<file path="src/rtl/mux16_rr_arbiter_pkg.sv">
// Shared widths and state encoding for the 16:1 mux round-robin arbiter.
// The mux datapath and the arbiter both size their select logic from N_IN/SEL_W.
package mux16_rr_arbiter_pkg;

   localparam int N_IN   = 16;
   localparam int SEL_W  = 4;
   localparam int HOLD_W = 8;

   typedef enum logic {
      ST_IDLE  = 1'b0,
      ST_GRANT = 1'b1
   } arb_state_e;

endpackage

</file>
<file path="src/rtl/mux16_rr_arbiter_rr_pick16.sv">
// Circular first-set-bit search over 16 requests, starting at ptr_i.
// Rotating first lets a single fixed lowest-bit encoder serve every pointer value.
module rr_pick16
   import mux16_rr_arbiter_pkg::*;
(
   input  logic [N_IN-1:0]  req_i,
   input  logic [SEL_W-1:0] ptr_i,
   output logic [SEL_W-1:0] idx_o,
   output logic             found_o
);

   logic [2*N_IN-1:0] dbl;
   logic [N_IN-1:0]   rot;
   logic [SEL_W-1:0]  off;

   assign dbl = {req_i, req_i} >> ptr_i;
   assign rot = dbl[N_IN-1:0];

   always_comb begin
      off     = '0;
      found_o = 1'b0;
      for (int i = N_IN - 1; i >= 0; i--) begin
         if (rot[i]) begin
            off     = SEL_W'(i);
            found_o = 1'b1;
         end
      end
   end

   // 4-bit add wraps mod 16, undoing the rotation.
   assign idx_o = off + ptr_i;

endmodule

</file>
<file path="src/rtl/mux16_rr_arbiter.sv">
// Round-robin arbiter driving the 16:1 mux select; grants are bounded to MAX_HOLD
// cycles and always followed by one idle cycle. All outputs are registered.
module mux16_rr_arbiter
   import mux16_rr_arbiter_pkg::*;
#(
   parameter int unsigned MAX_HOLD = 8
)(
   input  logic             clk_i,
   input  logic             rst_i,
   input  logic             en_i,
   input  logic [N_IN-1:0]  req_i,
   output logic [N_IN-1:0]  gnt_o,
   output logic [SEL_W-1:0] sel_o,
   output logic             busy_o
);

   localparam logic [HOLD_W-1:0] HOLD_LAST = HOLD_W'(MAX_HOLD - 1);

   arb_state_e        state_q, state_d;
   logic [SEL_W-1:0]  ptr_q, ptr_d;
   logic [SEL_W-1:0]  owner_q, owner_d;
   logic [HOLD_W-1:0] hold_q, hold_d;
   logic [N_IN-1:0]   gnt_q, gnt_d;
   logic [SEL_W-1:0]  sel_q, sel_d;
   logic              busy_q, busy_d;

   logic [SEL_W-1:0]  pick_idx;
   logic              pick_found;

   rr_pick16 u_pick (
      .req_i   (req_i),
      .ptr_i   (ptr_q),
      .idx_o   (pick_idx),
      .found_o (pick_found)
   );

   always_comb begin
      state_d = state_q;
      ptr_d   = ptr_q;
      owner_d = owner_q;
      hold_d  = hold_q;
      gnt_d   = gnt_q;
      sel_d   = sel_q;
      busy_d  = busy_q;
      case (state_q)
         ST_IDLE: begin
            gnt_d  = '0;
            busy_d = 1'b0;
            if (en_i && pick_found) begin
               state_d         = ST_GRANT;
               owner_d         = pick_idx;
               sel_d           = pick_idx;
               gnt_d[pick_idx] = 1'b1;
               busy_d          = 1'b1;
               hold_d          = '0;
            end
         end
         ST_GRANT: begin
            // Owner drop and hold limit on the same cycle collapse into one release.
            if (!req_i[owner_q] || (hold_q == HOLD_LAST)) begin
               state_d = ST_IDLE;
               gnt_d   = '0;
               busy_d  = 1'b0;
               ptr_d   = owner_q + SEL_W'(1);
               hold_d  = '0;
            end else begin
               hold_d  = hold_q + HOLD_W'(1);
            end
         end
         default: begin
            state_d = ST_IDLE;
            gnt_d   = '0;
            busy_d  = 1'b0;
         end
      endcase
   end

   always_ff @(posedge clk_i) begin
      if (rst_i) begin
         state_q <= ST_IDLE;
         ptr_q   <= '0;
         owner_q <= '0;
         hold_q  <= '0;
         gnt_q   <= '0;
         sel_q   <= '0;
         busy_q  <= 1'b0;
      end else begin
         state_q <= state_d;
         ptr_q   <= ptr_d;
         owner_q <= owner_d;
         hold_q  <= hold_d;
         gnt_q   <= gnt_d;
         sel_q   <= sel_d;
         busy_q  <= busy_d;
      end
   end

   assign gnt_o  = gnt_q;
   assign sel_o  = sel_q;
   assign busy_o = busy_q;

endmodule

</file>
<file path="config.mk">
export PLATFORM = sky130hd
export DESIGN_NAME = mux16_rr_arbiter
export DESIGN_NICKNAME = d
export VERILOG_FILES = /design/src/rtl/mux16_rr_arbiter_pkg.sv /design/src/rtl/mux16_rr_arbiter_rr_pick16.sv /design/src/rtl/mux16_rr_arbiter.sv
export SDC_FILE = /design/constraint.sdc
export NUM_CORES = 1
export LEC_CHECK = 0
export CAP_MARGIN = 20
export CORE_MARGIN = 1.5
export CORE_UTILIZATION = 25
export CTS_CLUSTER_DIAMETER = 50
export CTS_CLUSTER_SIZE = 40
export DETAILED_ROUTE_END_ITERATION = 10
export GPL_TIMING_DRIVEN = 0
export PLACE_DENSITY = 0.4
export SLEW_MARGIN = 10
export SYNTH_ARGS = -nofsm -noshare
export SYNTH_HDL_FRONTEND = slang
export SYNTH_SLANG_ARGS = --single-unit
export TNS_END_PERCENT = 50
</file>
<file path="constraint.sdc">
create_clock -name clk_i -period 4.92 [get_ports clk_i]
set_clock_uncertainty 0.05 [all_clocks]
set_input_delay 1.476 -clock clk_i [delete_from_list [all_inputs] [get_ports clk_i]]
set_output_delay 1.476 -clock clk_i [all_outputs]
set_load 0.005 [all_outputs]
</file>
==> impl_metrics.csv <==
group,metric,value,unit
run_status,status,"complete, no violations",
power_and_ir_drop,p_clk_frac,0.303,
timing,final-max-slew-violation-count,0,
floorplanning,dieArea,0.0121,sq mm
synth,async_reset_ff_frac,0,
route,ant_nets,0,
synth,syn_inst,312,
layout,fin_area,0.00397,sq mm
power_and_ir_drop,p_int,889,uW
power_and_ir_drop,vdd_drop_max,0.000145,V
synth,synthesis.area,0.00287,sq mm
clock_network,cts_sinks,34,
floorplanning,start_util,0.260,
timing,fmax,209,MHz
setup_path,cp-start-kind,"input pin",
timing,finalSetupTns,0,ns
timing,fin_crit_sh,0.970,
placement,io_buffers,39,
power_and_ir_drop,sw_frac_of_total,0.359,
route,routed_wl,9810,um
placement,place_congestion,0.862,
floorplanning,core_area,0.0110,sq mm
timing,max_slew_margin,0.497,
route,route.detailed.drc,0,
layout,n_fill_cell,1167,
global_routing,globalRouteOverflowTotal,0,
setup_path,setup.worst_path.end_class,"flop",
timing,hold_viol,0,
placement,post_dp_cell_area,0.00343,sq mm
worst_hold_path,holdPathStages,1,
setup_path,cp_max_fo,8,
timing,worst_pin_slew,0.751,ns
worst_hold_path,min_from,"gnt_o[1]$_SDFFE_PP0P_",
layout,drive_gt1_frac,0.323,
floorplanning,rows,38,
route,vias,2913,
worst_hold_path,min_path_type,"reg2reg",
layout,area_growth,38.3,%
placement,dp_cells,491,
synth,seq_area_frac_synth,0.237,
floorplanning,io_pins,40,
route,routed_via_density,5.53,
clock_network,cts_root_buf,"clkbuf_16",
setup_path,reg2reg_depth,15,
synth,syn-num-nets,337,
layout,post-route-util,0.359,
layout,final_cells,527,
worst_hold_path,hold_end,"gnt_o[1]$_SDFFE_PP0P_",
layout,mostFrequentLayoutCells,"dfxtp_1, nor2_1, buf_4",
setup_path,cp_data_arrival_time,4.89,ns
setup_path,r2r_setup_slack,0.35,ns
global_routing,antenna_found_initial,0,
power_and_ir_drop,power_frac_seq,0.225,
clock_network,clk_pin_slew,0.06,ns
synth,avgSynthCellArea,9.19,sq um
timing,setup_violations,0,
run,drv_cap,0,
synth,ys_seq_elements,34,
layout,final_common_cell,"dfxtp_1",
global_routing,grt_pass1_vias,2845,
setup_path,worstSetupPathType,"in2reg",
synth,yosys_warnings,0,
clock_network,clockBufferDepth,2,
synth,synth_edf_count,0,
route,drt_iter0_drc,214,
global_routing,grt_pass1_wl,16000,um
clock_network,insertion_delay,0.28,ns
floorplanning,die_w,110,um
clock_network,cts_tree,"built",
synth,ys_types,61,
synth,ys.flop_type,"dfxtp_1",
power_and_ir_drop,p_switching,498,uW
timing,min_period,4.77,ns
layout,diodes,0,
setup_path,r2r-start,"ptr_q[1]$_SDFFE_PP0P_",
timing,hold_slack,0.419,ns
setup_path,r2r_end,"gnt_o[6]$_SDFFE_PP0P_",
clock_network,numCtsBuffers,5,
setup_path,required,5.04,ns
clock_network,htreeDepth,2,
power_and_ir_drop,combinationalPowerShare,0.471,
route,dr.pass1.iters,4,
floorplanning,die_h,110,um
placement,dp_hpwl,6940,um
global_routing,grt_max_degree,13,
global_routing,grt_usage,0.172,
layout,nNetsFinal,411,
route,route.detailed.wl_per_inst,18.6,um
power_and_ir_drop,p_leak,1.43,nW
power_and_ir_drop,powerDensity,350,mW/mm^2
-- worst max path at each step --
| stage | startpoint | slack (ns) | endpoint | cells after the start |
|---|---|---|---|---|
| after global placement | req_i[10] | -1.17 | gnt_o[8]$_SDFFE_PP0P_ | 13 |
| after CTS | req_i[1] | 0.00005 | gnt_o[6]$_SDFFE_PP0P_ | 16 |
| final | req_i[9] | 0.15 | gnt_o[6]$_SDFFE_PP0P_ | 16 |
| after detailed placement | req_i[10] | -1.12 | gnt_o[10]$_SDFFE_PP0P_ | 13 |
| after global routing | req_i[9] | -0.007 | gnt_o[6]$_SDFFE_PP0P_ | 16 |
| after floorplan | req_i[7] | 0.27 | gnt_o[10]$_SDFFE_PP0P_ | 13 |
-- metrics by stage --
stage | setup slack, ns | total power, mW
after floorplan | 0.273 | 0.671
after global placement | -1.17 | 0.840
after detailed placement | -1.12 | 0.835
after CTS | 0.0000488 | 1.33
after global routing | -0.00667 | 1.46
final | 0.145 | 1.39
-- per-layer routing --
layer  share of wire  routed length (um)  up-vias  GRT usage
li1                -                   -     1387          -
met1            0.50                4930     1461      0.259
met2            0.45                4450       56      0.264
met3           0.033                 328        9     0.0223
met4          0.0097                  95        0     0.0266
met5               0                   0        -          0
-- layout make-up --
type                       count  area, sq um  area share
tap                          140          175      0.0442
timing repair buffer          67          532       0.134
buffer                        18         92.6      0.0234
inverter                       5         18.8     0.00473
clock buffer                   5          125      0.0316
sequential                    34          681       0.172
multi-input combinational    255         2270       0.573
clock inverter                 3         68.8      0.0174
-- critical path, stage by stage --
cell and delay (ns):
clkbuf_2 0.12, mux4_2 0.56, buf_6 0.15, or3_4 0.33, nand3_2 0.09, nand2_1 0.07
o211ai_1 0.23, a211o_1 0.17, a41oi_2 0.17, ha_1 0.31, a21o_1 0.17, a21oi_2 0.17
xnor2_2 0.13, buf_6 0.14, mux2_4 0.35, a32o_1 0.25
-- flip-flops by register name (all words and copies together) (netlist names) --
signal	count
busy_o	1
gnt_o	16
hold_q	8
ptr_q	4
sel_o	4
state_q	1
-- cell families (layout without fill, tap and decap cells) --
| kind of cell | Yosys count | in the layout | synth area share |
|---|---|---|---|
| compound gates | 79 | 79 | 0.217 |
| xor+xnor | 4 | 4 | 0.0122 |
| fa+ha+maj | 6 | 6 | 0.0288 |
| buf+inv | 24 | 98 | 0.0401 |
| flops | 34 | 34 | 0.237 |
| mux | 41 | 42 | 0.245 |
| simple gates | 124 | 124 | 0.220 |
-- cells in the mapped netlist (all sizes together) (2+ instances only) --
master / number / area, sq um
o211ai: 6 / 45.0
nor4: 3 / 18.8
a32o: 17 / 170
or3: 6 / 37.5
or4: 3 / 22.5
dfxtp: 34 / 681
mux4: 22 / 503
mux2i: 12 / 120
inv: 5 / 18.8
a41oi: 2 / 17.5
o31ai: 4 / 35.0
o32ai: 2 / 25.0
nand2b: 8 / 50.1
a31oi: 3 / 18.8
clkbuf: 8 / 30.0
xnor2: 2 / 17.5
nor3: 11 / 65.1
or2: 5 / 31.3
ha: 5 / 62.6
nand3: 14 / 70.1
mux2: 7 / 78.8
nor2: 28 / 105
buf: 11 / 66.3
o21ai: 4 / 20.0
a211oi: 5 / 37.5
a21oi: 15 / 75.1
xor2: 2 / 17.5
nor2b: 9 / 56.3
nand2: 25 / 93.8
a21o: 5 / 37.5
and2: 4 / 25.0
nand4: 3 / 18.8
and3: 3 / 18.8
-- timing repair --
action                     in CTS  in global routing
cloned                          1                  0
setup endpoints to repair      18                 17
gates resized for setup        46                 47
pin swaps                       8                 12
hold buffers                    0                  0
buffers inserted               16                 12
-- power by group through the flow --
stage	logic, mW	clock network (mW)	registers, mW
2_1_floorplan	0.356	0	0.315
3_3_place_gp	0.521	0	0.320
3_5_place_dp	0.517	0	0.319
4_1_cts	0.596	0.426	0.313
5_1_grt	0.708	0.440	0.316
6_report	0.654	0.421	0.313
(Power assumes the default switching activity.)
